==> config.mk <==
export PLATFORM = sky130hd
export DESIGN_NAME = multicycle_controller_flat
export DESIGN_NICKNAME = d
export VERILOG_FILES = /design/src/rtl/multicycle_controller_pkg.sv /design/src/rtl/multicycle_controller_if.sv /design/src/rtl/multicycle_controller_condition_check.sv /design/src/rtl/multicycle_controller.sv /design/src/flat_wrapper.sv
export SDC_FILE = /design/constraint.sdc
export NUM_CORES = 1
export LEC_CHECK = 0
export BUFFER_PORTS_ARGS = -buffer_cell sky130_fd_sc_hd__buf_4
export CAP_MARGIN = 20
export CORE_UTILIZATION = 33
export DETAILED_ROUTE_END_ITERATION = 10
export MAX_ROUTING_LAYER = met4
export PLACE_DENSITY = 0.74
export SLEW_MARGIN = 20
export SYNTH_ARGS = -nofsm -noshare
export SYNTH_HDL_FRONTEND = slang
export SYNTH_HIERARCHICAL = 1
export SYNTH_SLANG_ARGS = --single-unit
==> constraint.sdc <==
create_clock -name clk -period 1.01 [get_ports clk]
set_input_delay 0.0505 -clock clk [delete_from_list [all_inputs] [get_ports clk]]
set_output_delay 0.0505 -clock clk [all_outputs]
set_load 0.01 [all_outputs]
==> src/rtl/multicycle_controller_pkg.sv <==
// Shared types and encodings for the multicycle controller: state codes, ALU
// operations, datapath mux selects, condition codes and their evaluation.
package multicycle_pkg;

   typedef enum logic [3:0] {
      S_FETCH         = 4'd0,
      S_DECODE        = 4'd1,
      S_MEM_ADDRESS   = 4'd2,
      S_MEM_READ      = 4'd3,
      S_MEM_WRITEBACK = 4'd4,
      S_MEM_WRITE     = 4'd5,
      S_EXECUTE_REG   = 4'd6,
      S_EXECUTE_IMM   = 4'd7,
      S_ALU_WRITEBACK = 4'd8,
      S_BRANCH        = 4'd9
   } state_t;

   typedef enum logic [1:0] {
      ALU_ADD = 2'b00,
      ALU_SUB = 2'b01,
      ALU_AND = 2'b10,
      ALU_ORR = 2'b11
   } alu_ctl_t;

   typedef struct packed {
      logic     valid;
      alu_ctl_t ctl;
   } alu_decode_t;

   localparam logic [1:0] RES_ALU_OUT    = 2'b00;
   localparam logic [1:0] RES_READ_DATA  = 2'b01;
   localparam logic [1:0] RES_ALU_RESULT = 2'b10;

   localparam logic       SRCA_REG  = 1'b0;
   localparam logic       SRCA_PC   = 1'b1;
   localparam logic [1:0] SRCB_REG  = 2'b00;
   localparam logic [1:0] SRCB_IMM  = 2'b01;
   localparam logic [1:0] SRCB_FOUR = 2'b10;

   localparam logic       ADDR_PC     = 1'b0;
   localparam logic       ADDR_RESULT = 1'b1;

   localparam logic [1:0] IMM_DP  = 2'b00;
   localparam logic [1:0] IMM_MEM = 2'b01;
   localparam logic [1:0] IMM_BR  = 2'b10;

   localparam logic [1:0] OP_DP  = 2'b00;
   localparam logic [1:0] OP_MEM = 2'b01;
   localparam logic [1:0] OP_BR  = 2'b10;

   localparam logic [3:0] FN_ADD = 4'b0100;
   localparam logic [3:0] FN_SUB = 4'b0010;
   localparam logic [3:0] FN_AND = 4'b0000;
   localparam logic [3:0] FN_ORR = 4'b1100;

   localparam logic [3:0] COND_EQ = 4'b0000;
   localparam logic [3:0] COND_NE = 4'b0001;
   localparam logic [3:0] COND_CS = 4'b0010;
   localparam logic [3:0] COND_CC = 4'b0011;
   localparam logic [3:0] COND_MI = 4'b0100;
   localparam logic [3:0] COND_PL = 4'b0101;
   localparam logic [3:0] COND_VS = 4'b0110;
   localparam logic [3:0] COND_VC = 4'b0111;
   localparam logic [3:0] COND_HI = 4'b1000;
   localparam logic [3:0] COND_LS = 4'b1001;
   localparam logic [3:0] COND_GE = 4'b1010;
   localparam logic [3:0] COND_LT = 4'b1011;
   localparam logic [3:0] COND_GT = 4'b1100;
   localparam logic [3:0] COND_LE = 4'b1101;
   localparam logic [3:0] COND_AL = 4'b1110;

   // Unsupported function codes fall back to ADD with valid cleared.
   function automatic alu_decode_t decode_alu(input logic [3:0] fn);
      alu_decode_t d;
      d.valid = 1'b1;
      case (fn)
         FN_ADD:  d.ctl = ALU_ADD;
         FN_SUB:  d.ctl = ALU_SUB;
         FN_AND:  d.ctl = ALU_AND;
         FN_ORR:  d.ctl = ALU_ORR;
         default: begin
            d.valid = 1'b0;
            d.ctl   = ALU_ADD;
         end
      endcase
      return d;
   endfunction

   // nzcv is {N,Z,C,V}; code 1111 never executes.
   function automatic logic cond_holds(input logic [3:0] cond, input logic [3:0] nzcv);
      logic n, z, c, v;
      {n, z, c, v} = nzcv;
      case (cond)
         COND_EQ: return z;
         COND_NE: return !z;
         COND_CS: return c;
         COND_CC: return !c;
         COND_MI: return n;
         COND_PL: return !n;
         COND_VS: return v;
         COND_VC: return !v;
         COND_HI: return c && !z;
         COND_LS: return !c || z;
         COND_GE: return n == v;
         COND_LT: return n != v;
         COND_GT: return !z && (n == v);
         COND_LE: return z || (n != v);
         COND_AL: return 1'b1;
         default: return 1'b0;
      endcase
   endfunction

endpackage

==> src/rtl/multicycle_controller_if.sv <==
// Instruction fields and status in, datapath control strobes and selects out.
// master is the datapath side, slave is the controller.
interface multicycle_controller_if;

   logic [3:0] condition;
   logic [1:0] operation;
   logic [5:0] function_field;
   logic [3:0] destination;
   logic [3:0] alu_flags;
   logic       memory_ready;

   logic       pc_write;
   logic       address_source;
   logic       instruction_register_write;
   logic       register_write;
   logic       memory_write;
   logic [1:0] result_source;
   logic       alu_source_a;
   logic [1:0] alu_source_b;
   logic [1:0] immediate_source;
   logic [1:0] register_source;
   logic [1:0] alu_control;
   logic [3:0] state;

   modport master (
      output condition, operation, function_field, destination, alu_flags, memory_ready,
      input  pc_write, address_source, instruction_register_write, register_write,
             memory_write, result_source, alu_source_a, alu_source_b,
             immediate_source, register_source, alu_control, state
   );

   modport slave (
      input  condition, operation, function_field, destination, alu_flags, memory_ready,
      output pc_write, address_source, instruction_register_write, register_write,
             memory_write, result_source, alu_source_a, alu_source_b,
             immediate_source, register_source, alu_control, state
   );

endinterface

==> src/rtl/multicycle_controller_condition_check.sv <==
// NZCV flags register and condition evaluation; cond_ex_q is captured once per
// instruction as DECODE exits and held until the next DECODE.
module condition_check
   import multicycle_pkg::*;
(
   input  logic       clk,
   input  logic       reset_n,
   input  logic [3:0] condition,
   input  logic [3:0] alu_flags,
   input  logic       cond_latch,
   input  logic       flag_write_nz,
   input  logic       flag_write_cv,
   output logic       cond_ex_q
);

   logic [3:0] flags_reg;

   always_ff @(posedge clk) begin
      if (!reset_n) begin
         flags_reg <= 4'b0000;
         cond_ex_q <= 1'b0;
      end else begin
         if (flag_write_nz) flags_reg[3:2] <= alu_flags[3:2];
         if (flag_write_cv) flags_reg[1:0] <= alu_flags[1:0];
         if (cond_latch)    cond_ex_q      <= cond_holds(condition, flags_reg);
      end
   end

endmodule

==> src/rtl/multicycle_controller.sv <==
// Multicycle ARM-subset main controller. Define CONDITIONAL_EXECUTION_EN to add
// the flags register and condition evaluation; otherwise every instruction executes.
module multicycle_controller
   import multicycle_pkg::*;
(
   input  logic               clk,
   input  logic               reset_n,
   multicycle_controller_if.slave bus
);

   state_t      state_reg, state_next;
   alu_decode_t dp;
   logic        cond_ex_q;
   logic        wr_ok;

   logic       pc_write_c, ir_write_c, reg_write_c, mem_write_c;
   logic       addr_src_c, src_a_c;
   logic [1:0] res_src_c, src_b_c, alu_ctl_c;

   assign dp = decode_alu(bus.function_field[4:1]);

`ifdef CONDITIONAL_EXECUTION_EN
   logic exec_exit, flag_nz, flag_cv;

   assign exec_exit = (state_reg == S_EXECUTE_REG) || (state_reg == S_EXECUTE_IMM);
   assign flag_nz   = exec_exit && bus.function_field[0] && dp.valid && cond_ex_q;
   assign flag_cv   = flag_nz && ((dp.ctl == ALU_ADD) || (dp.ctl == ALU_SUB));

   condition_check u_condition_check (
      .clk           (clk),
      .reset_n       (reset_n),
      .condition     (bus.condition),
      .alu_flags     (bus.alu_flags),
      .cond_latch    (state_reg == S_DECODE),
      .flag_write_nz (flag_nz),
      .flag_write_cv (flag_cv),
      .cond_ex_q     (cond_ex_q)
   );
`else
   logic unused_cond_inputs;
   assign unused_cond_inputs = ^{bus.condition, bus.alu_flags};
   assign cond_ex_q = 1'b1;
`endif

   always_ff @(posedge clk) begin
      if (!reset_n) state_reg <= S_FETCH;
      else          state_reg <= state_next;
   end

   // Reset gates every strobe combinationally so a mid-instruction reset
   // cannot commit a write in the cycle it is asserted.
   assign wr_ok = cond_ex_q && reset_n;

   always_comb begin
      state_next  = S_FETCH;
      pc_write_c  = 1'b0;
      ir_write_c  = 1'b0;
      reg_write_c = 1'b0;
      mem_write_c = 1'b0;
      addr_src_c  = ADDR_PC;
      src_a_c     = SRCA_REG;
      src_b_c     = SRCB_REG;
      res_src_c   = RES_ALU_OUT;
      alu_ctl_c   = ALU_ADD;
      case (state_reg)
         S_FETCH: begin
            src_a_c    = SRCA_PC;
            src_b_c    = SRCB_FOUR;
            res_src_c  = RES_ALU_RESULT;
            ir_write_c = bus.memory_ready && reset_n;
            pc_write_c = bus.memory_ready && reset_n;
            state_next = bus.memory_ready ? S_DECODE : S_FETCH;
         end
         S_DECODE: begin
            src_a_c   = SRCA_PC;
            src_b_c   = SRCB_FOUR;
            res_src_c = RES_ALU_RESULT;
            case (bus.operation)
               OP_MEM:  state_next = S_MEM_ADDRESS;
               OP_DP:   state_next = bus.function_field[5] ? S_EXECUTE_IMM : S_EXECUTE_REG;
               OP_BR:   state_next = S_BRANCH;
               default: state_next = S_FETCH;
            endcase
         end
         S_MEM_ADDRESS: begin
            src_b_c    = SRCB_IMM;
            state_next = bus.function_field[0] ? S_MEM_READ : S_MEM_WRITE;
         end
         S_MEM_READ: begin
            addr_src_c = ADDR_RESULT;
            state_next = bus.memory_ready ? S_MEM_WRITEBACK : S_MEM_READ;
         end
         S_MEM_WRITEBACK: begin
            res_src_c   = RES_READ_DATA;
            reg_write_c = wr_ok;
            pc_write_c  = wr_ok && (bus.destination == 4'hF);
         end
         S_MEM_WRITE: begin
            addr_src_c  = ADDR_RESULT;
            mem_write_c = wr_ok;
            state_next  = bus.memory_ready ? S_FETCH : S_MEM_WRITE;
         end
         S_EXECUTE_REG: begin
            alu_ctl_c  = dp.ctl;
            state_next = S_ALU_WRITEBACK;
         end
         S_EXECUTE_IMM: begin
            src_b_c    = SRCB_IMM;
            alu_ctl_c  = dp.ctl;
            state_next = S_ALU_WRITEBACK;
         end
         S_ALU_WRITEBACK: begin
            reg_write_c = wr_ok && dp.valid;
            pc_write_c  = wr_ok && dp.valid && (bus.destination == 4'hF);
         end
         S_BRANCH: begin
            src_b_c    = SRCB_IMM;
            res_src_c  = RES_ALU_RESULT;
            pc_write_c = wr_ok;
         end
         default: state_next = S_FETCH;
      endcase
   end

   // Immediate and register-port selects decode the held instruction so they
   // are already valid while DECODE reads the register file.
   always_comb begin
      case (bus.operation)
         OP_MEM:  bus.immediate_source = IMM_MEM;
         OP_BR:   bus.immediate_source = IMM_BR;
         default: bus.immediate_source = IMM_DP;
      endcase
   end

   assign bus.register_source = {(bus.operation == OP_MEM) && !bus.function_field[0],
                                 bus.operation == OP_BR};

   assign bus.pc_write                   = pc_write_c;
   assign bus.instruction_register_write = ir_write_c;
   assign bus.register_write             = reg_write_c;
   assign bus.memory_write               = mem_write_c;
   assign bus.address_source             = addr_src_c;
   assign bus.alu_source_a               = src_a_c;
   assign bus.alu_source_b               = src_b_c;
   assign bus.result_source              = res_src_c;
   assign bus.alu_control                = alu_ctl_c;
   assign bus.state                      = state_reg;

endmodule
==> src/flat_wrapper.sv <==
// flat-port wrapper written by rule: the top's interface ports become plain ports
module multicycle_controller_flat import multicycle_pkg::*;
  (clk, reset_n, bus_condition, bus_operation, bus_function_field, bus_destination, bus_alu_flags, bus_memory_ready, bus_pc_write, bus_address_source, bus_instruction_register_write, bus_register_write, bus_memory_write, bus_result_source, bus_alu_source_a, bus_alu_source_b, bus_immediate_source, bus_register_source, bus_alu_control, bus_state);
  multicycle_controller_if bus_i ();
  input  logic clk;
  input  logic reset_n;
  input wire logic [$bits(bus_i.condition)-1:0] bus_condition;
  input wire logic [$bits(bus_i.operation)-1:0] bus_operation;
  input wire logic [$bits(bus_i.function_field)-1:0] bus_function_field;
  input wire logic [$bits(bus_i.destination)-1:0] bus_destination;
  input wire logic [$bits(bus_i.alu_flags)-1:0] bus_alu_flags;
  input wire logic [$bits(bus_i.memory_ready)-1:0] bus_memory_ready;
  output wire logic [$bits(bus_i.pc_write)-1:0] bus_pc_write;
  output wire logic [$bits(bus_i.address_source)-1:0] bus_address_source;
  output wire logic [$bits(bus_i.instruction_register_write)-1:0] bus_instruction_register_write;
  output wire logic [$bits(bus_i.register_write)-1:0] bus_register_write;
  output wire logic [$bits(bus_i.memory_write)-1:0] bus_memory_write;
  output wire logic [$bits(bus_i.result_source)-1:0] bus_result_source;
  output wire logic [$bits(bus_i.alu_source_a)-1:0] bus_alu_source_a;
  output wire logic [$bits(bus_i.alu_source_b)-1:0] bus_alu_source_b;
  output wire logic [$bits(bus_i.immediate_source)-1:0] bus_immediate_source;
  output wire logic [$bits(bus_i.register_source)-1:0] bus_register_source;
  output wire logic [$bits(bus_i.alu_control)-1:0] bus_alu_control;
  output wire logic [$bits(bus_i.state)-1:0] bus_state;
  assign bus_i.condition = bus_condition;
  assign bus_i.operation = bus_operation;
  assign bus_i.function_field = bus_function_field;
  assign bus_i.destination = bus_destination;
  assign bus_i.alu_flags = bus_alu_flags;
  assign bus_i.memory_ready = bus_memory_ready;
  assign bus_pc_write = bus_i.pc_write;
  assign bus_address_source = bus_i.address_source;
  assign bus_instruction_register_write = bus_i.instruction_register_write;
  assign bus_register_write = bus_i.register_write;
  assign bus_memory_write = bus_i.memory_write;
  assign bus_result_source = bus_i.result_source;
  assign bus_alu_source_a = bus_i.alu_source_a;
  assign bus_alu_source_b = bus_i.alu_source_b;
  assign bus_immediate_source = bus_i.immediate_source;
  assign bus_register_source = bus_i.register_source;
  assign bus_alu_control = bus_i.alu_control;
  assign bus_state = bus_i.state;
  multicycle_controller u_core (.clk(clk), .reset_n(reset_n), .bus(bus_i));
endmodule
==> results of run 1 <==
final timing paths:
kind                                        from                        endpoint  slack, ps
setup / recovery  u_core/bus.state[3]$_SDFF_PN0_                    bus_pc_write       -320
hold / removal             bus_function_field[5]  u_core/bus.state[0]$_SDFF_PN0_        100
setup reg to reg  u_core/bus.state[2]$_SDFF_PN0_  u_core/bus.state[0]$_SDFF_PN0_       -200
hold reg to reg   u_core/bus.state[0]$_SDFF_PN0_  u_core/bus.state[2]$_SDFF_PN0_        650
cells by family (layout without fill, tap and decap cells):
family,Yosys count,count (layout),synth area share
AND/OR/NAND/NOR,37,37,0.454
AO/OA/AOI/OAI,15,15,0.205
buffers and inverters,7,59,0.106
flip-flops,4,4,0.162
XOR/XNOR,3,3,0.0530
multiplexers,1,1,0.0202
critical path: cells and delay by family, from the launching register on:
family	cells	cell delay, ps
buffers and inverters	1	150
DFF	1	360
and+or+nand+nor	1	170
AOI/OAI and AO/OA	2	370
timing repair:
action                     4_1_cts  5_1_grt
setup endpoints to repair       14       18
hold endpoints to repair         0        0
buffers inserted                 6        4
resized for setup               28       19
pin swaps                       10        9
hold buffers                     0        0
metal layers:
metal / global-route usage / vias to the layer above / part of all wire
met3: 0.0326 / 8 / 0.075
met4: 0.175 / 0 / 0.037
met5: - / - / 0
met2: 0.437 / 40 / 0.52
li1: - / 344 / -
met1: 0.243 / 323 / 0.37
metrics by stage:
stage / TNS [ps] / util / total power [mW] / std cells
after floorplan: -90.8 / - / 0.356 / 67
after global placement: -234 / 0.610 / 0.508 / 121
after detailed placement: -326 / 0.610 / 0.514 / 121
after CTS: -2810 / 0.727 / 0.791 / 130
after global routing: -4160 / 0.810 / 0.908 / 134
final: -3370 / 0.810 / 0.850 / 134
report_power, final:
| part | leakage [nW] | switching (mW) | internal, mW |
|---|---|---|---|
| combinational | 0.442 | 0.197 | 0.262 |
| sequential | 0.0356 | 0.0239 | 0.165 |
| clock | 0.0138 | 0.0693 | 0.133 |
area by class of cell:
| type | instances | area, um^2 | share of cell area |
|---|---|---|---|
| multi-input combinational | 56 | 484 | 0.443 |
| timing repair buffer | 54 | 465 | 0.426 |
| sequential | 4 | 95.1 | 0.0870 |
| clock buffer | 3 | 22.5 | 0.0206 |
| tap | 15 | 18.8 | 0.0172 |
| inverter | 2 | 7.51 | 0.00686 |
Yosys cell counts, types with 2 or more instances:
library cell / instances
nor2_1: 6
nor2b_1: 5
nor3_1: 5
dfxtp_1: 4
nand2_1: 4
a21oi_1: 3
buf_4: 3
nand2b_1: 3
and2_1: 2
and2b_1: 2
and3_1: 2
buf_6: 2
nand3b_1: 2
nand4_1: 2
o211ai_1: 2
o21ai_0: 2
xnor2_1: 2
==> results.txt, run 1 <==
core footprint - 1350 um^2
Clk Tree Root Cell - clkbuf_4
detailed-route DRC error count - 0
ys flop type - dfxtp_1
Total GRT Usage - 0.245
layout cells sized above 1 - 0.706
setup ws final - -318 ps
area of the mapped netlist - 495 um^2
Critical Path RT - 960 ps
final hold viol count - 0
max-cap viol count - 0
CP Class - reg2out
antenna cell count - 0
Vias - 715
first-pass GRT wire length - 2520 um
top-area cell type share of the netlist area - 0.162
commonest non-fill, non-tap cell in the layout - buf_4
drt wl/cell - 15.2 um
status - finished with violations
Die Y - 40.8 um
Worst-Margin Slew - 276 ps
post-route minimum period - 1330 ps
Skew-Pair Late Insertion Delay - 240 ps
pwr dens - 778 nW/um^2
most frequent cells in the layout - 38 x buf_4, 16 x buf_6, 4 x nor2b_1, 4 x nand2_1, 4 x dfxtp_4
cts bufs inserted - 3
Yosys top cell by area - dfxtp_1
hold path depth - 3
failing checks - setup timing
Nets - 144
CTS tree - yes
design area - 1090 um^2
Fill cells - 89
R2R cell count - 5
largest net degree at the start of global routing - 9
htree depth - 1
Post-synth ARST share - 0
clock buffer depth - 2
Synth cell types - 33
initial antenna violation count - 0
top post-synthesis cells by area - dfxtp_1 16%, nor2b_1 6.3%, nor3_1 5.1%, buf_4 4.5%, buf_6 4.5%
gr ovfl total - 0
DR pass1 iterations - 5
P_leak - 0.492 nW
Synth Net Count - 90
RSZ-0062 raised after global routing - yes
Ports - 43
Worst Path Max Fanout - 8
Site Rows - 13
Critical Path Max Stage Delay - 360 ps
warnings from Yosys - 6
vias in the first global route - 591
Setup Skew - 9.26 ps
area grow syn2layout - 121%
number of synthesized flops with an enable pin - 0
critical path capture point type - output pin
VDD IR max - 0.617 mV
Final Setup Violations - 18
DRT Wirelength - 2040 um
GPL Wtd Cong - 0.800
dpl cell area - 823 um^2
fmax - 753 MHz
critical-path cell list - and2_1 > o211ai_1 > o31ai_4 > buf_4
CP max-delay cell - dfxtp_4
initial core utilization - 0.367
Hold WC Path Type - in2reg
area of the die - 1660 um^2
vias per cell - 5.34
Final Slew Violations - 0
Tcrit/Tclk final - 1.31
Avg Synthesized Cell Area - 7.40 um^2
Post-Syn Instances - 67
Seq/Total Area, Yosys - 0.162
Slew HR - 0.815
hpwl dp - 1120 um
hold slack - 105 ps
Place WS - -119 ps
Critical Path Source Type - flop
antenna viol nets, final - 0
Clk pin slew, worst setup/hold paths - 30 ps
Synth Register Bits - 4
initial DRC count - 5
max reg flops - 4
Num Clock Sinks - 4
WP data arrival - 1280 ps
Die X - 40.8 um
IO Port Bufs - 34
No activity file was read; power rests on OpenSTA's default activity.
==> run 2, diff against run 1 <==
--- a/config.mk
+++ b/config.mk
@@ -5,12 +5,12 @@
 export SDC_FILE = /design/constraint.sdc
 export NUM_CORES = 1
 export LEC_CHECK = 0
-export BUFFER_PORTS_ARGS = -buffer_cell sky130_fd_sc_hd__buf_4
 export CAP_MARGIN = 20
-export CORE_UTILIZATION = 33
+export CORE_AREA = 2 2 39 41
 export DETAILED_ROUTE_END_ITERATION = 10
+export DIE_AREA = 0 0 41 43
+export DONT_BUFFER_PORTS = 1
 export MAX_ROUTING_LAYER = met4
-export PLACE_DENSITY = 0.74
 export SLEW_MARGIN = 20
 export SYNTH_ARGS = -nofsm -noshare
 export SYNTH_HDL_FRONTEND = slang
==> run 2 against run 1 <==
Net effect:
- the flow still finishes with violations (setup timing)
- non-clock buffer count down 37
- sequential power about the same
- total power fell by 21%
- largest power group unchanged
- cell count fell by 27%
- clock power about the same
- worst setup slack improved by 73 ps
- combinational power is 38% lower
- flip-flop and latch count unchanged
==> results.txt, run 2 (synthesis results as in run 1) <==
fmax - 797 MHz (was 753 MHz)
Critical Path RT - 960 ps (about the same)
Worst-Margin Slew - 403 ps (was 276 ps)
Cells after DPL - 87 (was 121)
initial antenna violation count - 0 (unchanged)
vias in the first global route - 519 (was 591)
R2R cell count - 4 (was 5)
final hold viol count - 0 (unchanged)
area grow syn2layout - 56.3% (was 121%)
critical-path cell list - nor2_4 > nand2_1 > o31ai_4 (was and2_1 > o211ai_1 > o31ai_4 > buf_4)
first-pass GRT wire length - 2080 um (was 2520 um)
Hold WC Path Type - in2reg (unchanged)
hold slack - 24.5 ps (was 105 ps)
Vias - 555 (was 715)
Ports - 43 (unchanged)
P_leak - 0.296 nW (was 0.492 nW)
gr ovfl total - 0 (unchanged)
post-route minimum period - 1260 ps (was 1330 ps)
Final Setup Violations - 14 (was 18)
IO Port Bufs - 0 (was 34)
commonest non-fill, non-tap cell in the layout - buf_4 (unchanged)
GPL Wtd Cong - 0.759 (was 0.800)
pwr dens - 870 nW/um^2 (was 778 nW/um^2)
CP max-delay cell - dfxtp_4 (unchanged)
status - finished with violations (unchanged)
Tcrit/Tclk final - 1.24 (was 1.31)
DRT Wirelength - 1350 um (was 2040 um)
drt wl/cell - 13.7 um (was 15.2 um)
initial core utilization - 0.358 (was 0.367)
Skew-Pair Late Insertion Delay - 240 ps (about the same)
most frequent cells in the layout - 12 x buf_4, 4 x buf_6, 4 x nand2_1, 4 x dfxtp_4 (was 38 x buf_4, 16 x buf_6, 4 x nor2b_1, 4 x nand2_1, 4 x dfxtp_4)
critical path capture point type - output pin (unchanged)
vias per cell - 5.66 (was 5.34)
Die Y - 43 um (was 40.8 um)
Place WS - -64.1 ps (was -119 ps)
Critical Path Max Stage Delay - 370 ps (was 360 ps)
area of the die - 1760 um^2 (was 1660 um^2)
Power, Total - 0.674 mW (was 0.850 mW)
Final Slew Violations - 0 (unchanged)
hpwl dp - 928 um (was 1120 um)
max reg flops - 4 (unchanged)
setup ws final - -245 ps (was -318 ps)
detailed-route DRC error count - 0 (unchanged)
CP Class - reg2out (unchanged)
sequential cell area - 95.1 um^2 (unchanged)
Num Clock Sinks - 4 (unchanged)
max-cap viol count - 0 (unchanged)
CTS tree - yes (unchanged)
Total GRT Usage - 0.180 (was 0.245)
RSZ-0062 raised after global routing - yes (unchanged)
largest net degree at the start of global routing - 9 (unchanged)
initial DRC count - 5 (unchanged)
Worst Path Max Fanout - 7 (was 8)
Setup Skew - 5.22 ps (was 9.26 ps)
Final Non-Filler Cells - 98 (was 134)
VDD IR max - 0.511 mV (was 0.617 mV)
antenna viol nets, final - 0 (unchanged)
Site Rows - 14 (was 13)
Die X - 41 um (was 40.8 um)
core footprint - 1380 um^2 (was 1350 um^2)
DR pass1 iterations - 4 (was 5)
clock buffer depth - 2 (unchanged)
Multi-input gate area - 484 um^2 (unchanged)
Slew HR - 0.731 (was 0.815)
Fill cells - 139 (was 89)
hold path depth - 3 (unchanged)
Nets - 107 (was 144)
antenna cell count - 0 (unchanged)
failing checks - setup timing (unchanged)
htree depth - 1 (unchanged)
Critical Path Source Type - flop (unchanged)
WP data arrival - 1200 ps (was 1280 ps)
Clk Tree Root Cell - clkbuf_4 (unchanged)
Clk pin slew, worst setup/hold paths - 40 ps (was 30 ps)
cts bufs inserted - 3 (unchanged)
layout cells sized above 1 - 0.524 (was 0.706)
run 2: area by class of cell:
class	count	area share
Multi-Input combinational cell	56	0.625
Timing Repair Buffer	17	0.187
Sequential cell	4	0.123
Clock buffer	3	0.0291
Tap cell	16	0.0258
Inverter	2	0.00969
run 2: final timing paths:
kind                                                startpoint  slack [ps]                        endpoint
worst max-delay path            u_core/bus.state[1]$_SDFF_PN0_        -250                    bus_pc_write
worst min-delay path                          bus_memory_ready          20  u_core/bus.state[0]$_SDFF_PN0_
worst max register to register  u_core/bus.state[1]$_SDFF_PN0_        -110  u_core/bus.state[0]$_SDFF_PN0_
worst min register to register  u_core/bus.state[1]$_SDFF_PN0_         650  u_core/bus.state[0]$_SDFF_PN0_
run 2: per-layer routing:
layer  vias to the layer above  part of all wire  global-route usage
met3                         2             0.085              0.0419
met2                        25              0.53               0.288
met4                         0             0.013               0.107
li1                        272                 -                   -
met5                         -                 0                   -
met1                       256              0.37               0.190
run 2: metrics by stage:
step	TNS [ps]	cell area, um^2	util
4_1_cts	-1850	709	0.513
5_1_grt	-2740	774	0.560
3_3_place_gp	-62.2	562	0.406
6_report	-1840	774	0.560
2_1_floorplan	-90.8	523	-
3_5_place_dp	-150	562	0.406
run 2: worst max-delay path, delay by kind of cell, from the launching register on:
| family | cells | cell delay (ps) |
|---|---|---|
| flip-flops | 1 | 370 |
| AO/OA/AOI/OAI | 1 | 310 |
| AND/OR/NAND/NOR | 2 | 290 |
run 2: timing repair:
action	4_1_cts	5_1_grt
buffers inserted	5	2
resized for setup	23	13
hold buffers	1	0
endpoints found under the hold margin	1	0
endpoints found under the setup margin	14	16
pin swaps	4	8
run 2: report_power, final:
group / switching (mW) / internal (mW) / leakage (nW)
Combinational: 0.133 / 0.151 / 0.247
Sequential: 0.0254 / 0.165 / 0.0356
Clock: 0.0666 / 0.133 / 0.0138
Total: 0.225 / 0.449 / 0.296
